<file path="src/rtl/interval_timer_pkg.sv">
// Shared definitions for the interval timer: countdown state encoding and
// default sizing used by the timer and its neighbours.
package interval_timer_pkg;

  typedef enum logic [1:0] {
    ST_IDLE   = 2'd0,
    ST_LOAD   = 2'd1,
    ST_COUNT  = 2'd2,
    ST_EXPIRE = 2'd3
  } state_e;

  localparam int VALUE_W_DEF  = 4;
  localparam int SIM_TICK_DIV = 4;

endpackage

</file>
<file path="src/rtl/interval_timer_tick_divider.sv">
// Clock-to-seconds prescaler: emits a registered one-cycle tick every TICK_DIV
// enabled cycles; dropping en clears the count so the next run starts aligned.
module tick_divider #(
  parameter int TICK_DIV = 50_000_000
) (
  input  logic clk,
  input  logic Reset,
  input  logic en,
  output logic tick
);

  localparam int CNT_W = (TICK_DIV > 1) ? $clog2(TICK_DIV) : 1;
  localparam logic [CNT_W-1:0] CNT_LAST = CNT_W'(TICK_DIV - 1);
  localparam logic [CNT_W-1:0] CNT_PRE  = CNT_W'(TICK_DIV - 2);

  logic [CNT_W-1:0] div_cnt_r;
  logic             tick_r;

  // Tick is registered one cycle ahead so it is high exactly while div_cnt_r holds its last value.
  always_ff @(posedge clk or posedge Reset) begin
    if (Reset) begin
      div_cnt_r <= '0;
      tick_r    <= 1'b0;
    end else if (en) begin
      if (div_cnt_r == CNT_LAST) begin
        div_cnt_r <= '0;
      end else begin
        div_cnt_r <= div_cnt_r + 1'b1;
      end
      tick_r <= (div_cnt_r == CNT_PRE);
    end else begin
      div_cnt_r <= '0;
      tick_r    <= 1'b0;
    end
  end

  assign tick = tick_r;

endmodule

</file>
<file path="src/rtl/interval_timer.sv">
// Countdown timer for the light controller: loads an interval in seconds,
// counts it down on the prescaler tick and pulses expired when it runs out.
module interval_timer #(
  parameter int TICK_DIV = 50_000_000,
  parameter int VALUE_W  = 4
) (
  input  logic               clk,
  input  logic               Reset,
  input  logic               Start_timer,
  input  logic               Prog_Sync,
  input  logic [VALUE_W-1:0] value,
  output logic               expired,
  output logic               busy,
  output logic [VALUE_W-1:0] remaining,
  output logic               sec_tick
);

  import interval_timer_pkg::*;

  localparam logic [VALUE_W-1:0] REM_ZERO = '0;
  localparam logic [VALUE_W-1:0] REM_ONE  = VALUE_W'(1);

  state_e             state_r;
  logic [VALUE_W-1:0] remaining_r;
  logic               expired_r;
  logic               busy_r;
  logic               tick_s;
  logic               tick_en_s;

  // Prescaler runs only while counting undisturbed, so any exit from COUNT zeroes it.
  assign tick_en_s = (state_r == ST_COUNT) && !Prog_Sync && !Start_timer;

  tick_divider #(
    .TICK_DIV(TICK_DIV)
  ) u_tick_divider (
    .clk  (clk),
    .Reset(Reset),
    .en   (tick_en_s),
    .tick (tick_s)
  );

  // Countdown FSM; busy and expired are registered against the state being entered.
  always_ff @(posedge clk or posedge Reset) begin
    if (Reset) begin
      state_r     <= ST_IDLE;
      remaining_r <= '0;
      expired_r   <= 1'b0;
      busy_r      <= 1'b0;
    end else if (Prog_Sync) begin
      state_r     <= ST_IDLE;
      remaining_r <= '0;
      expired_r   <= 1'b0;
      busy_r      <= 1'b0;
    end else begin
      expired_r <= 1'b0;
      case (state_r)
        ST_IDLE: begin
          if (Start_timer) begin
            state_r <= ST_LOAD;
            busy_r  <= 1'b1;
          end else begin
            state_r <= ST_IDLE;
            busy_r  <= 1'b0;
          end
        end
        ST_LOAD: begin
          remaining_r <= value;
          if (Start_timer) begin
            state_r <= ST_LOAD;
            busy_r  <= 1'b1;
          end else if (value == REM_ZERO) begin
            state_r   <= ST_EXPIRE;
            busy_r    <= 1'b0;
            expired_r <= 1'b1;
          end else begin
            state_r <= ST_COUNT;
            busy_r  <= 1'b1;
          end
        end
        ST_COUNT: begin
          if (Start_timer) begin
            state_r <= ST_LOAD;
            busy_r  <= 1'b1;
          end else if (tick_s && (remaining_r != REM_ZERO)) begin
            remaining_r <= remaining_r - REM_ONE;
            if (remaining_r == REM_ONE) begin
              state_r   <= ST_EXPIRE;
              busy_r    <= 1'b0;
              expired_r <= 1'b1;
            end else begin
              state_r <= ST_COUNT;
              busy_r  <= 1'b1;
            end
          end else begin
            state_r <= ST_COUNT;
            busy_r  <= 1'b1;
          end
        end
        ST_EXPIRE: begin
          if (Start_timer) begin
            state_r <= ST_LOAD;
            busy_r  <= 1'b1;
          end else begin
            state_r <= ST_IDLE;
            busy_r  <= 1'b0;
          end
        end
        default: begin
          state_r     <= ST_IDLE;
          remaining_r <= '0;
          busy_r      <= 1'b0;
        end
      endcase
    end
  end

  assign expired   = expired_r;
  assign busy      = busy_r;
  assign remaining = remaining_r;
  assign sec_tick  = tick_s;

endmodule

</file>
<file path="config.mk">
export PLATFORM = sky130hd
export DESIGN_NAME = interval_timer
export DESIGN_NICKNAME = d
export VERILOG_FILES = /design/src/rtl/interval_timer_pkg.sv /design/src/rtl/interval_timer_tick_divider.sv /design/src/rtl/interval_timer.sv
export SDC_FILE = /design/constraint.sdc
export NUM_CORES = 1
export LEC_CHECK = 0
export BUFFER_PORTS_ARGS = -buffer_cell sky130_fd_sc_hd__buf_2
export CORE_MARGIN = 1
export CORE_UTILIZATION = 57
export DETAILED_ROUTE_END_ITERATION = 8
export HOLD_SLACK_MARGIN = 0.05
export MAX_ROUTING_LAYER = met4
export PLACE_DENSITY = 0.84
export SLEW_MARGIN = 20
export SYNTH_ARGS = -nofsm -noshare
export SYNTH_HDL_FRONTEND = slang
export SYNTH_SLANG_ARGS = --single-unit
export TNS_END_PERCENT = 5
</file>
<file path="constraint.sdc">
create_clock -name clk -period 2.56 [get_ports clk]
set_clock_uncertainty 0.05 [all_clocks]
set_input_delay 0.512 -clock clk [delete_from_list [all_inputs] [get_ports clk]]
set_output_delay 0.512 -clock clk [all_outputs]
set_load 0.03 [all_outputs]
</file>
==> out/metrics.yaml, run 1 <==
outcome:
  status: "completed"
synthesis:
  mappedNetlistArea_um2: 1970
  seq_area_frac_synth: 0.444
  synthXorXnorAreaFrac: 0.0622
  netlist_top_cells_area: "dfrtp_1 44%, ha_1 5.1%, nor3_1 4.1%, xnor2_1 3.6%, a211oi_1 3.4%"
  syn-num-nets: 218
  synth_compound_area_frac: 0.127
  synth-adder-area-share: 0.0508
  syn_inst: 202
  synth_edf_count: 0
  yosysWarnings: 0
  ys.flop_type: "dfrtp_1"
  synth.area.mux_share: 0.00508
  avgSynthCellArea_um2: 9.76
  synth_top_family_by_area: "simple AND/OR/NAND/NOR gates"
  synthTopCellsByCount: "35 x dfrtp_1, 16 x nor3_1, 12 x nand2_1, 12 x nand3_1, 11 x o21ai_0"
  yosysTopAreaCellShare: 0.444
  yosysTopAreaCell: "dfrtp_1"
  synth-seq-cells: 35
  synth-simple-area-share: 0.269
  ys_async_sr_fraction: 1.00
  synthDistinctLibCells: 34
  synth.most_common_cell: "dfrtp_1"
clock_tree:
  cts_buffer_depth: 2
  htreeDepth: 2
  cts_tree: "built"
  post_cts_buffers: 0
  post_cts_resized: 0
  cts_sinks: 35
  numCtsBuffers: 5
  path_clk_slew_ns: 0.11
  hold_buffers: 0
  cts_root_buffer: "clkbuf_4"
  clk_latency_ns: 0.35
setup_path:
  path_max_fanout: 9
  r2r_end: "u_tick_divider.div_cnt_r[19]$_DFF_PP0_"
  r2r_cells: 5
  rrSetupSlack_ns: 0.25
  start_kind: "flop"
  crit_arrival_ns: 2.49
  cp.required_ns: 2.74
  r2r_start: "u_tick_divider.div_cnt_r[16]$_DFF_PP0_"
  endpoint_kind: "flop"
  criticalPathCategory: "reg -> reg"
placement:
  placed_cells: 256
  gp_congestion: 0.830
  dp_hpwl_um: 2980
  portBuffers: 14
cells_and_area:
  nets: 235
  fill_cells: 258
  stdcell_count: 264
  layout-drive-gt1-share: 0.136
  areaGrowthSynthToFinish_pct: 9.27
  antennaDiodeCount: 0
route:
  first_iter_violations: 122
  detail_route.wl_per_cell_um: 15.7
  routed_via_density: 6.32
  wl_um: 4160
  num_vias: 1669
  ant_nets: 0
  drc_errors: 0
  first_pass_iters: 4
floorplan:
  die_y_um: 60.8
  floorplan.initialDensity: 0.620
  rows: 20
  die-area_um2: 3700
  ioPinCount: 15
  die_w_um: 60.8
  core_area_um2: 3180
timing:
  slew_viol_final: 0
  final.setup.tns_ns: 0
  period_share: 0.901
  worst_pin_slew_ns: 0.575
  slew_headroom: 0.613
  final-setup-viol-count: 0
  min_period_ns: 2.31
  fmaxAchievable_mhz: 434
  rsz0062_at_grt: "no"
  hold_viol_final: 0
grt:
  grt_overflow: 0
  grt_util_all_layers: 0.269
  antenna_found_initial: 0
  grt_pass1_vias: 1543
  grt_pass1_wl_um: 6980
  grt_max_degree: 36
job:
  cap_violations: 0
power_and_ir_drop:
  power_density_nw_per_um2: 478
  ir_drop_mv: 0.335
  leakage_uw: 0.000859
min_path:
  min_path_type: "in -> async"
## area by class of cell
class / count / area [um^2] / area share
timing repair buffer: 19 / 108 / 0.0500
tap: 44 / 55.1 / 0.0256
clock buffer: 8 / 68.8 / 0.0320
inverter: 9 / 33.8 / 0.0157
sequential: 35 / 876 / 0.407
multi-input combinational: 149 / 1010 / 0.470
## worst max-delay path, stage by stage (launching register included)
cell and delay [ns]:
dfrtp_1 0.44, or4_1 0.54, or4_4 0.55, nor3_4 0.30
buf_4 0.23, a211oi_1 0.06
## state kept, by name (all words and copies together), names as in the netlist
signal and cells:
u_tick_divider.div_cnt_r 26, remaining 4, state_r 2, busy 1, expired 1, u_tick_divider.tick 1
## worst max path at each step
stage	cells past startpoint	from	to	slack, ns
after CTS	5	u_tick_divider.div_cnt_r[16]$_DFF_PP0_	u_tick_divider.div_cnt_r[17]$_DFF_PP0_	0.25
after global routing	6	remaining[1]$_DFFE_PP0P_	remaining[2]$_DFFE_PP0P_	0.12
final	5	u_tick_divider.div_cnt_r[16]$_DFF_PP0_	u_tick_divider.div_cnt_r[19]$_DFF_PP0_	0.25
after global placement	5	u_tick_divider.div_cnt_r[8]$_DFF_PP0_	u_tick_divider.div_cnt_r[22]$_DFF_PP0_	0.35
after detailed placement	6	remaining[1]$_DFFE_PP0P_	remaining[3]$_DFFE_PP0P_	0.28
after floorplan	6	remaining[0]$_DFFE_PP0P_	remaining[2]$_DFFE_PP0P_	0.31
## layout by cell type, fill, tap and decap left out, types with 2 or more instances in the layout
| master | count |
|---|---|
| buf_4 | 5 |
| a211oi_1 | 9 |
| o31ai_1 | 6 |
| and3_1 | 3 |
| nand2b_1 | 2 |
| buf_2 | 14 |
| nand4_1 | 8 |
| nand2_1 | 12 |
| inv_1 | 9 |
| or4_1 | 5 |
| nand3_1 | 12 |
| ha_1 | 8 |
| clkbuf_4 | 5 |
| dfrtp_1 | 35 |
| o21ai_0 | 11 |
| a221o_1 | 2 |
| a21oi_1 | 4 |
| nor2_1 | 8 |
| or3_1 | 7 |
| xnor2_1 | 8 |
| nor3_1 | 16 |
| nor4b_1 | 2 |
| xor2_1 | 6 |
| clkbuf_8 | 2 |
| and4_1 | 4 |
| nor4_1 | 6 |
## metrics by stage
| stage | cell area, um^2 | hold slack [ns] | setup WS [ns] | util | power (uW) |
|---|---|---|---|---|---|
| 2_1_floorplan | 1970 | 0.440 | 0.305 | - | 657 |
| 3_5_place_dp | 2080 | 0.497 | 0.280 | 0.656 | 689 |
| 3_3_place_gp | 2080 | 0.472 | 0.351 | 0.656 | 682 |
| 4_1_cts | 2150 | 0.209 | 0.255 | 0.678 | 1040 |
| 6_report | 2150 | 0.185 | 0.254 | 0.678 | 1030 |
| 5_1_grt | 2150 | 0.231 | 0.122 | 0.678 | 1070 |
## routing by layer
| layer | share of wire | global-route usage | up-vias |
|---|---|---|---|
| li1 | - | - | 790 |
| met4 | 0.016 | 0.0812 | 0 |
| met3 | 0.046 | 0.0746 | 8 |
| met1 | 0.42 | 0.314 | 825 |
| met5 | 0 | - | - |
| met2 | 0.51 | 0.451 | 46 |
## kinds of logic (layout without fill, tap and decap cells)
family | Yosys count | after routing
AO/OA/AOI/OAI | 35 | 35
XOR/XNOR | 14 | 14
adder cells (fa/ha/maj) | 8 | 8
buffers and inverters | 18 | 36
flip-flops | 35 | 35
multiplexers | 1 | 1
AND/OR/NAND/NOR | 91 | 91
## where the power goes
group          total (uW)  switching (uW)  internal, uW
Combinational         103            64.8          38.1
Sequential            575            12.9           562
Clock                 350             189           162
Note: power is estimated with default switching activity, not from simulation.
==> inputs of run 2 (changes only) <==
--- a/config.mk
+++ b/config.mk
@@ -5,13 +5,13 @@
 export SDC_FILE = /design/constraint.sdc
 export NUM_CORES = 1
 export LEC_CHECK = 0
-export BUFFER_PORTS_ARGS = -buffer_cell sky130_fd_sc_hd__buf_2
 export CORE_MARGIN = 1
 export CORE_UTILIZATION = 57
 export DETAILED_ROUTE_END_ITERATION = 8
+export DONT_BUFFER_PORTS = 1
 export HOLD_SLACK_MARGIN = 0.05
 export MAX_ROUTING_LAYER = met4
-export PLACE_DENSITY = 0.84
+export PLACE_DENSITY = 0.8
 export SLEW_MARGIN = 20
 export SYNTH_ARGS = -nofsm -noshare
 export SYNTH_HDL_FRONTEND = slang
==> run 2 against run 1 <==
Hold slack worse by 0.10 ns; non-clock buffer count is 10 lower; clock power is 43% higher; core utilization is 0.28 points higher; largest cell class unchanged; count of clock-buffer cells in the layout is 3 lower.
==> out/metrics.yaml, run 2 (synthesis gave the netlist of run 1 again) <==
outcome:
  status: "completed"  # unchanged
setup_path:
  path_max_fanout: 16  # was 9
  path_cells: "or4_1, or4_4, nor3_4, buf_12, a211oi_1"  # was or4_1, or4_4, nor3_4, buf_4, a211oi_1
  path_buf_inv: 1  # unchanged
  path_delay_family: "simple AND/OR/NAND/NOR gates"  # unchanged
  critPathMaxStageDelay_ns: 0.55  # about the same
  cp.required_ns: 2.72  # was 2.74 ns
  crit_arrival_ns: 2.42  # was 2.49 ns
  criticalPathCategory: "reg -> reg"  # unchanged
  rrSetupSlack_ns: 0.31  # was 0.25 ns
  start_kind: "flop"  # unchanged
  endpoint_kind: "flop"  # unchanged
  cp_slowest_cell: "or4_4"  # unchanged
clock_tree:
  cts_sinks: 35  # unchanged
  cts_buffer_depth: 2  # unchanged
  clk_latency_ns: 0.34  # was 0.35 ns
  hold_buffers: 0  # unchanged
  cts_root_buffer: "clkbuf_4"  # unchanged
  path_clk_slew_ns: 0.12  # was 0.11 ns
  numCtsBuffers: 5  # unchanged
  post_cts_buffers: 0  # unchanged
  cts_tree: "built"  # unchanged
  htreeDepth: 2  # unchanged
  post_cts_resized: 0  # unchanged
route:
  routed_via_density: 6.37  # was 6.32
  drc_errors: 0  # unchanged
  num_vias: 1619  # was 1669
  wl_um: 4040  # was 4160 um
  ant_nets: 0  # unchanged
  detail_route.wl_per_cell_um: 15.9  # was 15.7 um
  first_pass_iters: 4  # unchanged
  first_iter_violations: 135  # was 122
power_and_ir_drop:
  power_density_nw_per_um2: 542  # was 478 nW/um^2
  ir_drop_mv: 0.414  # was 0.335 mV
  p_total_uw: 1170  # was 1030 uW
  leakage_uw: 0.000831  # was 0.000859 uW
cells_and_area:
  nets: 225  # was 235
  fill_cells: 246  # was 258
  mostFrequentLayoutCells: "35 x dfrtp_1, 16 x nor3_1, 12 x nand2_1, 12 x nand3_1, 11 x o21ai_0"  # was 35 x dfrtp_1, 16 x nor3_1, 14 x buf_2
  largest_reg_flops: 26  # unchanged
  final_common_cell: "dfrtp_1"  # unchanged
  antennaDiodeCount: 0  # unchanged
  layout-drive-gt1-share: 0.100  # was 0.136
  areaGrowthSynthToFinish_pct: 9.71  # was 9.27%
  regMostFlops: "u_tick_divider.div_cnt_r"  # unchanged
  final_util: 0.680  # was 0.678
  fin_area_um2: 2160  # was 2150 um^2
placement:
  portBuffers: 0  # was 14
  placed_cell_area_um2: 2060  # was 2080 um^2
  dp_hpwl_um: 2860  # was 2980 um
  gp_congestion: 0.912  # was 0.830
timing:
  worst_pin_slew_ns: 0.612  # was 0.575 ns
  hold_viol_final: 0  # unchanged
  fmaxAchievable_mhz: 444  # was 434 MHz
  final-setup-viol-count: 0  # unchanged
  min_period_ns: 2.25  # was 2.31 ns
  slew_headroom: 0.588  # was 0.613
  final.setup.tns_ns: 0  # unchanged
  slew_viol_final: 0  # unchanged
  rsz0062_at_grt: "no"  # unchanged
  period_share: 0.880  # was 0.901
grt:
  grt_max_degree: 36  # unchanged
  grt_overflow: 0  # unchanged
  grt_pass1_wl_um: 6890  # was 6980 um
  grt_util_all_layers: 0.264  # was 0.269
  antenna_found_initial: 0  # unchanged
  grt_pass1_vias: 1560  # was 1543
floorplan:
  rows: 20  # unchanged
  core_area_um2: 3180  # unchanged
  ioPinCount: 15  # unchanged
  die_w_um: 60.8  # unchanged
  die-area_um2: 3700  # unchanged
  floorplan.initialDensity: 0.620  # unchanged
  die_y_um: 60.8  # unchanged
min_path:
  min_path_type: "in -> async"  # unchanged
job:
  cap_violations: 0  # unchanged
[run 2: cell types whose count changed in the layout (fill, tap and decap cells not counted), sizes merged]
| cell | previous run | this run |
|---|---|---|
| clkbuf | 8 | 5 |
| clkinvlp | 0 | 1 |
| buf | 19 | 9 |
| bufinv | 0 | 2 |
[run 2: layout make-up]
cell class / instances / area [um^2] / area share
timing repair buffer: 9 / 80.1 / 0.0370
sequential: 35 / 876 / 0.405
clock inverter: 3 / 67.6 / 0.0313
multi-input combinational: 149 / 1010 / 0.468
tap: 44 / 55.1 / 0.0255
clock buffer: 5 / 37.5 / 0.0174
inverter: 9 / 33.8 / 0.0156
[run 2: worst paths after layout]
kind / from / end / cells past startpoint
setup / recovery: u_tick_divider.div_cnt_r[16]$_DFF_PP0_ / u_tick_divider.div_cnt_r[19]$_DFF_PP0_ / 5
hold / removal: Reset / u_tick_divider.div_cnt_r[21]$_DFF_PP0_ / 2
setup reg to reg: u_tick_divider.div_cnt_r[16]$_DFF_PP0_ / u_tick_divider.div_cnt_r[19]$_DFF_PP0_ / 5
hold reg to reg: u_tick_divider.div_cnt_r[0]$_DFF_PP0_ / u_tick_divider.div_cnt_r[0]$_DFF_PP0_ / 1
max in group asynchronous: Reset / u_tick_divider.div_cnt_r[4]$_DFF_PP0_ / 2
min in group clk: Prog_Sync / busy$_DFF_PP0_ / 1
[run 2: metal layers]
metal / part of all wire / up-vias / global-route usage
li1: - / 766 / -
met1: 0.44 / 798 / 0.329
met2: 0.49 / 46 / 0.407
met3: 0.053 / 9 / 0.0682
met4: 0.017 / 0 / 0.114
met5: 0 / - / -
[run 2: through the flow]
stage	instances	setup WS, ns	hold slack [ns]
floorplan	202	0.305	0.440
global placement	246	0.385	0.465
global route	254	0.177	0.118
CTS	254	0.302	0.0925
finish	254	0.307	0.0840
detailed placement	246	0.310	0.476
[run 2: where the power goes]
| part | internal [uW] | switching (uW) | leakage, uW |
|---|---|---|---|
| registers | 562 | 7.50 | 0.000483 |
| logic | 37.9 | 64.0 | 0.000297 |
| clock network | 304 | 197 | 0.0000514 |
==> inputs of run 3 (changes only) <==
==> constraint.sdc (replaced) <==
create_clock -name clk -period 2.7 [get_ports clk]
set_clock_uncertainty 0.05 [all_clocks]
set_input_delay 0.54 -clock clk [delete_from_list [all_inputs] [get_ports clk]]
set_output_delay 0.54 -clock clk [all_outputs]
set_load 0.03 [all_outputs]
==> run 3 against run 2 <==
Non-clock buffer count down 3; register-to-register slack better by 0.13 ns; final area down 4.1%; core utilization down 2.8 points; sequential power down 3%; count of clock-buffer cells in the layout unchanged; critical path type unchanged; highest routed layer unchanged.
==> out/metrics.yaml, run 3 (synthesis gave the netlist of run 1 again) <==
timing:
  slew_headroom: 0.627  # was 0.588
  rsz0062_at_grt: "no"  # unchanged
  period_share: 0.839  # was 0.880
  final.setup.tns_ns: 0  # unchanged
  final-setup-viol-count: 0  # unchanged
  worst_pin_slew_ns: 0.554  # was 0.612 ns
  fmaxAchievable_mhz: 441  # was 444 MHz
  hold_ws_ns: 0.114  # was 0.0840 ns
  min_period_ns: 2.27  # was 2.25 ns
  hold_viol_final: 0  # unchanged
  slew_viol_final: 0  # unchanged
grt:
  grt_pass1_wl_um: 6700  # was 6890 um
  antenna_found_initial: 0  # unchanged
  grt_util_all_layers: 0.260  # was 0.264
  grt_overflow: 0  # unchanged
  grt_max_degree: 36  # unchanged
  grt_pass1_vias: 1530  # was 1560
cells_and_area:
  final_util: 0.653  # was 0.680
  regMostFlops: "u_tick_divider.div_cnt_r"  # unchanged
  final_common_cell: "dfrtp_1"  # unchanged
  antennaDiodeCount: 0  # unchanged
  nets: 222  # was 225
  mostFrequentLayoutCells: "35 x dfrtp_1, 16 x nor3_1, 12 x nand2_1, 12 x nand3_1, 11 x o21ai_0"  # unchanged
  stdcell_count: 251  # was 254
  areaGrowthSynthToFinish_pct: 5.27  # was 9.71%
  largest_reg_flops: 26  # unchanged
  layout-drive-gt1-share: 0.0870  # was 0.100
setup_path:
  endpoint_kind: "flop"  # unchanged
  path_max_fanout: 10  # was 16
  criticalPathCategory: "reg -> reg"  # unchanged
  crit_arrival_ns: 2.46  # was 2.42 ns
  rrSetupSlack_ns: 0.43  # was 0.31 ns
  cp.required_ns: 2.90  # was 2.72 ns
  start_kind: "flop"  # unchanged
  r2r_cells: 6  # was 5
floorplan:
  die_y_um: 60.8  # unchanged
  ioPinCount: 15  # unchanged
  die_w_um: 60.8  # unchanged
  die-area_um2: 3700  # unchanged
  core_area_um2: 3180  # unchanged
  rows: 20  # unchanged
  floorplan.initialDensity: 0.620  # unchanged
clock_tree:
  post_cts_resized: 0  # unchanged
  hold_buffers: 0  # unchanged
  cts_buffer_depth: 2  # unchanged
  cts_tree: "built"  # unchanged
  post_cts_buffers: 0  # unchanged
  numCtsBuffers: 5  # unchanged
  htreeDepth: 2  # unchanged
  path_clk_slew_ns: 0.11  # was 0.12 ns
  cts_sinks: 35  # unchanged
  clk_latency_ns: 0.35  # was 0.34 ns
  cts_root_buffer: "clkbuf_4"  # unchanged
placement:
  portBuffers: 0  # unchanged
  placed_cells: 243  # was 246
  gp_congestion: 0.851  # was 0.912
  dp_hpwl_um: 3000  # was 2860 um
route:
  first_pass_iters: 4  # unchanged
  first_iter_violations: 117  # was 135
  drc_errors: 0  # unchanged
  num_vias: 1602  # was 1619
  routed_via_density: 6.38  # was 6.37
  ant_nets: 0  # unchanged
  detail_route.wl_per_cell_um: 16.5  # was 15.9 um
  wl_um: 4140  # was 4040 um
job:
  cap_violations: 0  # unchanged
power_and_ir_drop:
  power_frac_seq: 0.607  # was 0.486
  power_density_nw_per_um2: 438  # was 542 nW/um^2
  p_total_uw: 908  # was 1170 uW
  intPower_uw: 662  # was 904 uW
  ir_drop_mv: 0.290  # was 0.414 mV
  switchingPower_uw: 246  # was 268 uW
  sw_frac_of_total: 0.271  # was 0.229
  leakage_uw: 0.000797  # was 0.000831 uW
  combPwrFrac: 0.093  # was 0.087
  clockPowerShare: 0.300  # was 0.427
min_path:
  min_path_type: "in -> async"  # unchanged
outcome:
  status: "completed"  # unchanged
run 3: changes by cell type in the layout (fill, tap and decap cells not counted), sizes merged:
cell and change:
bufinv -2, buf -3, clkinvlp -1, clkinv +3
run 3: cell type report:
cell class	count	area, um^2
multi-input cells	149	1010
inverters	9	33.8
well taps	44	55.1
repair buffers	6	45.0
clock inverters	3	15.0
flip-flops and latches	35	876
clock buffers	5	37.5
fillers	280	1100
run 3: worst max-delay path: stages, from the launching register on:
cell and delay, ns:
dfrtp_1 0.39, inv_1 0.11, ha_1 0.18, or3b_2 0.49
a221oi_4 0.44, o21ai_0 0.17, a221o_1 0.33
run 3: worst paths after layout:
check | from | end
max in group asynchronous | Reset | u_tick_divider.div_cnt_r[10]$_DFF_PP0_
worst max register to register | remaining[1]$_DFFE_PP0P_ | remaining[3]$_DFFE_PP0P_
worst min-delay path | Reset | state_r[0]$_DFF_PP0_
worst min register to register | u_tick_divider.div_cnt_r[0]$_DFF_PP0_ | u_tick_divider.div_cnt_r[0]$_DFF_PP0_
worst max-delay path | remaining[1]$_DFFE_PP0P_ | remaining[3]$_DFFE_PP0P_
min in group clk | Prog_Sync | busy$_DFF_PP0_
run 3: power by group through the flow:
stage / Sequential, uW / Clock, uW / Combinational, uW
global route: 553 / 304 / 92.9
detailed placement: 562 / 0 / 83.4
floorplan: 568 / 0 / 55.7
CTS: 551 / 283 / 84.0
global placement: 560 / 0 / 76.3
finish: 551 / 273 / 84.2
run 3: per-stage QoR:
step | instance area [um^2] | setup slack [ns]
floorplan | 1970 | 0.445
global placement | 2020 | 0.577
detailed placement | 2020 | 0.458
CTS | 2070 | 0.437
global route | 2070 | 0.325
finish | 2070 | 0.435
run 3: metal layers:
metal,global-route usage,part of all wire,vias to the layer above
li1,-,-,767
met1,0.296,0.44,787
met2,0.433,0.50,40
met3,0.0618,0.045,8
met4,0.117,0.018,0
met5,-,0,-
